[src/rtl/pulse_seq_ctrl_if.sv]
// pulse_seq_ctrl_if: 8-bit Avalon-MM register port of the pulse sequencer
interface pulse_seq_ctrl_if;
   logic [3:0] avs_s0_address;
   logic [7:0] avs_s0_writedata;
   logic       avs_s0_write;
   logic       avs_s0_read;
   logic [7:0] avs_s0_readdata;
   modport master (output avs_s0_address, avs_s0_writedata, avs_s0_write, avs_s0_read, input avs_s0_readdata);
   modport slave (input avs_s0_address, avs_s0_writedata, avs_s0_write, avs_s0_read, output avs_s0_readdata);
endinterface

[src/rtl/pulse_seq_ctrl.sv]
// pulse_seq_ctrl: Avalon-programmed pulse-train sequencer with continuous and counted modes
module pulse_seq_ctrl #(
   parameter int CNT_W = 16
) (
   input  logic             clk,
   input  logic             rst,
   pulse_seq_ctrl_if.slave  avs_s0,
   input  logic             start,
   input  logic             stop,
   input  logic             start_N,
   output logic             pulse_out,
   output logic             busy,
   output logic             done,
   output logic [CNT_W-1:0] pulse_cnt
);
   localparam logic [1:0] S_IDLE = 2'd0, S_ON = 2'd1, S_OFF = 2'd2, S_FIN = 2'd3;
   localparam int HI_W = CNT_W - 8;
   localparam logic [CNT_W-1:0] C1 = 1, C2 = 2;
   logic [1:0]       r_state, w_state_nxt;
   logic [CNT_W-1:0] r_period, r_width, r_count;
   logic [CNT_W-1:0] r_per, r_wid, r_cnt, r_tmr, r_pulse_cnt;
   logic [CNT_W-1:0] w_per_s, w_wid_z, w_wid_s, w_tmr_nxt;
   logic             r_invert, r_mode_n, r_sticky, r_pulse;
   logic [7:0]       r_rdata, w_rd;
   logic             w_idle, w_go, w_go_n, w_inv_nxt, w_wr, w_rd_stat;
   logic [3:0]       w_addr;
   logic [7:0]       w_wd;
   assign w_addr    = avs_s0.avs_s0_address;
   assign w_wd      = avs_s0.avs_s0_writedata;
   assign w_wr      = avs_s0.avs_s0_write;
   assign w_rd_stat = avs_s0.avs_s0_read && w_addr == 4'd7;
   assign w_idle    = r_state == S_IDLE;
   assign w_go_n    = w_idle && start_N && !stop;
   assign w_go      = w_idle && start && !start_N && !stop;
   assign w_per_s   = r_period < C2 ? C2 : r_period;
   assign w_wid_z   = r_width == '0 ? C1 : r_width;
   assign w_wid_s   = w_wid_z >= w_per_s ? w_per_s - C1 : w_wid_z;
   assign w_inv_nxt = w_wr && w_addr == 4'd6 ? w_wd[0] : r_invert;
   assign busy      = !w_idle;
   assign done      = r_state == S_FIN;
   assign pulse_out = r_pulse;
   assign pulse_cnt = r_pulse_cnt;
   assign avs_s0.avs_s0_readdata = r_rdata;
   // next state and down-counting phase timer; entry from IDLE uses freshly sanitised values
   always_comb begin
      w_state_nxt = r_state;
      w_tmr_nxt   = r_tmr - C1;
      if (w_idle) begin
         w_state_nxt = (w_go_n && r_count == '0) ? S_FIN : (w_go || w_go_n) ? S_ON : S_IDLE;
         w_tmr_nxt   = w_wid_s - C1;
      end else if (r_state == S_FIN || stop) begin
         w_state_nxt = S_IDLE;
      end else if (r_tmr == '0) begin
         w_state_nxt = r_state == S_ON ? S_OFF : (r_mode_n && r_pulse_cnt == r_cnt) ? S_FIN : S_ON;
         w_tmr_nxt   = r_state == S_ON ? r_per - r_wid - C1 : r_wid - C1;
      end
   end
   // register read mux; HI registers return only the implemented counter bits
   always_comb begin
      w_rd = 8'd0;
      case (w_addr)
         4'd0:    w_rd = r_period[7:0];
         4'd1:    w_rd = 8'(r_period[CNT_W-1:8]);
         4'd2:    w_rd = r_width[7:0];
         4'd3:    w_rd = 8'(r_width[CNT_W-1:8]);
         4'd4:    w_rd = r_count[7:0];
         4'd5:    w_rd = 8'(r_count[CNT_W-1:8]);
         4'd6:    w_rd = {7'd0, r_invert};
         4'd7:    w_rd = {5'd0, r_sticky, r_mode_n, busy};
         default: w_rd = 8'd0;
      endcase
   end
   // FSM state, timer and the registered output pin (raw pulse of the coming cycle XOR invert)
   always_ff @(posedge clk) begin
      if (rst) begin
         r_state <= S_IDLE;
         r_tmr   <= '0;
         r_pulse <= 1'b0;
      end else begin
         r_state <= w_state_nxt;
         r_tmr   <= w_tmr_nxt;
         r_pulse <= (w_state_nxt == S_ON) ^ w_inv_nxt;
      end
   end
   // working copies captured on an accepted start so register writes only affect the next run
   always_ff @(posedge clk) begin
      if (rst) begin
         r_per       <= '0;
         r_wid       <= '0;
         r_cnt       <= '0;
         r_mode_n    <= 1'b0;
         r_pulse_cnt <= '0;
      end else if (w_go || w_go_n) begin
         r_per       <= w_per_s;
         r_wid       <= w_wid_s;
         r_cnt       <= r_count;
         r_mode_n    <= w_go_n;
         r_pulse_cnt <= '0;
      end else if (r_state == S_ON && r_tmr == r_wid - C1 && r_pulse_cnt != '1) begin
         r_pulse_cnt <= r_pulse_cnt + C1;
      end
   end
   // programmable registers, sticky done flag and registered read data
   always_ff @(posedge clk) begin
      if (rst) begin
         r_period <= '0;
         r_width  <= '0;
         r_count  <= '0;
         r_invert <= 1'b0;
         r_sticky <= 1'b0;
         r_rdata  <= 8'd0;
      end else begin
         r_invert <= w_inv_nxt;
         r_sticky <= done || (r_sticky && !w_rd_stat);
         if (avs_s0.avs_s0_read) r_rdata <= w_rd;
         if (w_wr) begin
            case (w_addr)
               4'd0:    r_period[7:0]       <= w_wd;
               4'd1:    r_period[CNT_W-1:8] <= w_wd[HI_W-1:0];
               4'd2:    r_width[7:0]        <= w_wd;
               4'd3:    r_width[CNT_W-1:8]  <= w_wd[HI_W-1:0];
               4'd4:    r_count[7:0]        <= w_wd;
               4'd5:    r_count[CNT_W-1:8]  <= w_wd[HI_W-1:0];
               default: ;
            endcase
         end
      end
   end
endmodule
[src/flat_wrapper.sv]
// flat-port wrapper written by rule: the top's interface ports become plain ports
module pulse_seq_ctrl_flat 
#(
   parameter int CNT_W = 16
)
  (clk, rst, start, stop, start_N, pulse_out, busy, done, pulse_cnt, avs_s0_avs_s0_address, avs_s0_avs_s0_writedata, avs_s0_avs_s0_write, avs_s0_avs_s0_read, avs_s0_avs_s0_readdata);
  pulse_seq_ctrl_if avs_s0_i ();
  input  logic clk;
  input  logic rst;
  input  logic start;
  input  logic stop;
  input  logic start_N;
  output logic pulse_out;
  output logic busy;
  output logic done;
  output logic [CNT_W-1:0] pulse_cnt;
  input wire logic [$bits(avs_s0_i.avs_s0_address)-1:0] avs_s0_avs_s0_address;
  input wire logic [$bits(avs_s0_i.avs_s0_writedata)-1:0] avs_s0_avs_s0_writedata;
  input wire logic [$bits(avs_s0_i.avs_s0_write)-1:0] avs_s0_avs_s0_write;
  input wire logic [$bits(avs_s0_i.avs_s0_read)-1:0] avs_s0_avs_s0_read;
  output wire logic [$bits(avs_s0_i.avs_s0_readdata)-1:0] avs_s0_avs_s0_readdata;
  assign avs_s0_i.avs_s0_address = avs_s0_avs_s0_address;
  assign avs_s0_i.avs_s0_writedata = avs_s0_avs_s0_writedata;
  assign avs_s0_i.avs_s0_write = avs_s0_avs_s0_write;
  assign avs_s0_i.avs_s0_read = avs_s0_avs_s0_read;
  assign avs_s0_avs_s0_readdata = avs_s0_i.avs_s0_readdata;
  pulse_seq_ctrl #(.CNT_W(CNT_W)) u_core (.clk(clk), .rst(rst), .avs_s0(avs_s0_i), .start(start), .stop(stop), .start_N(start_N), .pulse_out(pulse_out), .busy(busy), .done(done), .pulse_cnt(pulse_cnt));
endmodule
[config.mk]
export PLATFORM = sky130hd
export DESIGN_NAME = pulse_seq_ctrl_flat
export DESIGN_NICKNAME = d
export VERILOG_FILES = /design/src/rtl/pulse_seq_ctrl_if.sv /design/src/rtl/pulse_seq_ctrl.sv /design/src/flat_wrapper.sv
export SDC_FILE = /design/constraint.sdc
export NUM_CORES = 1
export LEC_CHECK = 0
export CELL_PAD_IN_SITES_DETAIL_PLACEMENT = 1
export CELL_PAD_IN_SITES_GLOBAL_PLACEMENT = 2
export CORE_MARGIN = 3
export CORE_UTILIZATION = 37
export DETAILED_ROUTE_END_ITERATION = 10
export PLACE_DENSITY = 0.86
export SKIP_LAST_GASP = 1
export SYNTH_ARGS = -nofsm -noshare
export SYNTH_HDL_FRONTEND = slang
export SYNTH_SLANG_ARGS = --single-unit
[constraint.sdc]
create_clock -name clk -period 7.6 [get_ports clk]
set_clock_uncertainty 0.05 [all_clocks]
set_input_delay 0.76 -clock clk [delete_from_list [all_inputs] [get_ports clk]]
set_output_delay 0.76 -clock clk [all_outputs]
set_load 0.02 [all_outputs]
==> results.yml <==
timing:
  slew_violations: 0
  slew_headroom: 0.371
  whs_ps: 420
  post-route-period-util: 0.734
  period_needed_ps: 5580
  tns_ps: 0
  setup_viol: 0
  tightestPinTransition_ps: 934
  hold_viol: 0
  fin_ws_ps: 2020
  fmax_mhz: 179
  rsz0062_at_grt: "false"
floorplanning:
  io_pins: 46
  die_h_um: 166
  die-area_um2: 27700
  die_w_um: 166
  start_util: 0.377
  fp.coreArea_um2: 25300
  num_rows: 58
finish:
  final_cells: 1535
  syn_to_final_growth_pct: 12.1
  final_nets: 1248
  antenna_cells: 0
  drive_gt1_frac: 0.0680
  fin_util: 0.423
setup_path:
  path_cells: "or4_1 > nor4_2 > nand2b_1 > inv_1 > ha_1 > nand2b_1 > a31oi_1 > o21ai_0 > a21o_1 > buf_4 > mux2i_1 > ha_1 > nand2_1 > or4_1 > a211oi_1 > a41oi_1 > nor3_1 > xor2_1 > o211ai_1"
  end_kind: "register"
  critPathMaxStageDelay_ps: 710
  crit_path_top_delay_cell: "or4_1"
  cp-start-kind: "register"
  cp.required_ps: 7840
  critPathMaxFanout: 39
  cp.arrival_ps: 5830
  critPathKind: "reg -> reg"
routing:
  first_iter_violations: 577
  routed_wl_um: 32900
  drtAntennaViolNets: 0
  drt_first_pass_iters: 5
  drcViolationCount: 0
  avgViaCountPerCell: 5.75
  vias: 8827
  wl_per_cell_um: 21.4
power:
  irDropWorstVdd_mv: 0.132
  p_leak_nw: 4.08
  p_sw_mw: 0.889
  sw_frac_of_total: 0.366
  p_int_mw: 1.54
  p_seq_frac: 0.345
  clkPwrFrac: 0.364
  p_comb_frac: 0.291
  powerDensity_nw_per_um2: 227
global_routing:
  grtUsageTotal: 0.236
  grt_first_pass_wirelength_um: 52200
  grt_overflow_total: 0
  antenna_found_initial: 0
  grt_max_degree: 79
  grt_pass1_vias: 8811
clock_tree:
  tritoncts: "yes"
  insertion_delay_ps: 440
  cts_resized: 0
  max-clock-path-buffers: 2
  root_buffer: "clkbuf_16"
  cts_sinks: 142
  postCtsHoldBufs: 0
  postCtsSetupBuffers: 0
  cts_htree_levels: 4
  clkTransAtPathRegs_ps: 70
  cts_buffers: 17
placed_design:
  place_congestion: 0.936
  dp_slack_ps: 2030
  dp.cells: 1503
  port_buffers: 45
  dp_hpwl_um: 24800
logic_synthesis:
  synth_edf_count: 0
  synth_top_flop_cell: "dfxtp_1"
  syn_area_um2: 9520
  syn_nets: 1266
  yosysWarnings: 0
  syn-instance-count: 1210
  ys_ff_latch: 142
  async_reset_ff_frac: 0
  syn_avg_cell_area_um2: 7.87
  synth_cell_types: 78
  ys_seq_area_frac: 0.299
flow_run:
  maxCapViolations: 0
hold_path:
  min_path_type: "reg -> reg"
run_status:
  status: "finished, final reports clean"
## registers in the layout, indices dropped and copies added, names as in the netlist, 2 cells and up
| name | count |
|---|---|
| u_core.r_state | 2 |
| u_core.r_cnt | 16 |
| u_core.r_period | 16 |
| u_core.r_tmr | 16 |
| u_core.r_wid | 16 |
| u_core.r_per | 16 |
| u_core.r_count | 16 |
| u_core.r_width | 16 |
| u_core.avs_s0.avs_s0_readdata | 8 |
| u_core.pulse_cnt | 16 |
## path summary, 6_finish.rpt
path | from | endpoint | slack, ps | depth (start not counted)
hold reg to reg | u_core.r_cnt[2] | u_core.r_cnt[2] | 420 | 2
setup / recovery | u_core.r_period[9] | u_core.r_tmr[14] | 2020 | 19
hold / removal | u_core.r_cnt[2] | u_core.r_cnt[2] | 420 | 2
setup reg to reg | u_core.r_period[9] | u_core.r_tmr[14] | 2020 | 19
## power by group through the flow
stage                     sequential, mW  combinational [mW]  clock (mW)
after floorplan                    0.823               0.549           0
after global placement             0.851               0.694           0
after detailed placement           0.853               0.701           0
after CTS                          0.836               0.706       0.902
after global routing               0.843               0.779       0.931
final                              0.837               0.707       0.883
## routing by layer
layer / part of all wire / vias to the layer above / global-route usage
met5: 0 / - / 0
met4: 0.012 / 0 / 0.0459
met3: 0.038 / 21 / 0.0332
met2: 0.46 / 177 / 0.379
met1: 0.49 / 4382 / 0.340
li1: - / 4247 / -
## area by class of cell
type	instances	area, um2
multi-input combinational	931	6110
sequential	142	2840
inverter	46	173
timing repair buffer	54	515
fill	3062	14600
clock buffer	17	425
tap	330	413
clock inverter	15	189
## cells in the final DEF (no fill, tap or decap), types with 10 or more instances in the layout
cell type / netlist / final
ha_1: 36 / 36
nor3_1: 32 / 30
nor2_1: 147 / 147
nand3_1: 30 / 30
inv_1: 46 / 46
xnor2_1: 70 / 70
a21oi_1: 90 / 90
nand2_1: 132 / 132
xor2_1: 19 / 19
o21ai_0: 38 / 38
or4_1: 15 / 15
nand4_1: 21 / 21
nor4_1: 21 / 21
nand2b_1: 11 / 11
buf_4: 1 / 10
mux2i_1: 69 / 69
o211ai_1: 13 / 13
or3_1: 15 / 15
a211oi_1: 18 / 18
dfxtp_1: 142 / 142
clkdlybuf4s50_1: 0 / 44
clkbuf_16: 0 / 17
## cells by family after synthesis
group	Yosys count	synth area share
simple gates	472	0.242
compound gates	249	0.166
flops	142	0.299
buf+inv	137	0.0614
xor+xnor	96	0.0982
mux	77	0.0844
fa+ha+maj	37	0.0494
## synthesized netlist by cell type (9+ instances only)
cell type,count,area [um2]
a21oi_1,90,450
inv_1,46,173
mux2i_1,69,691
nand3_1,30,150
dfxtp_1,142,2840
clkbuf_1,75,282
and2_1,9,56.3
nand2b_1,11,68.8
a22oi_1,9,67.6
a21o_1,9,67.6
nand4_1,21,131
nand2_1,132,495
o211ai_1,13,97.6
o21ai_0,38,190
nor4_1,21,131
xor2_1,19,166
ha_1,36,450
a211oi_1,18,135
xnor2_1,70,613
or4_1,15,113
nor3_1,32,160
nor2_1,147,552
o22ai_1,9,56.3
or3_1,15,93.8
## critical path, delay by kind of cell (launching register included)
family | cells | cell delay [ps]
AOI/OAI and AO/OA | 6 | 1030
xor gates and xnor gates | 1 | 160
adders and majority gates | 2 | 550
buffers and inverters | 2 | 460
DFF | 1 | 420
muxes | 1 | 370
and+or+nand+nor | 7 | 2390
## metrics by stage
stage | instance area [um2] | power [mW]
2_1_floorplan | 9520 | 1.37
3_3_place_gp | 10100 | 1.55
3_5_place_dp | 10100 | 1.55
4_1_cts | 10700 | 2.44
5_1_grt | 10700 | 2.55
6_report | 10700 | 2.43
Note: power is estimated with default switching activity, not from simulation.
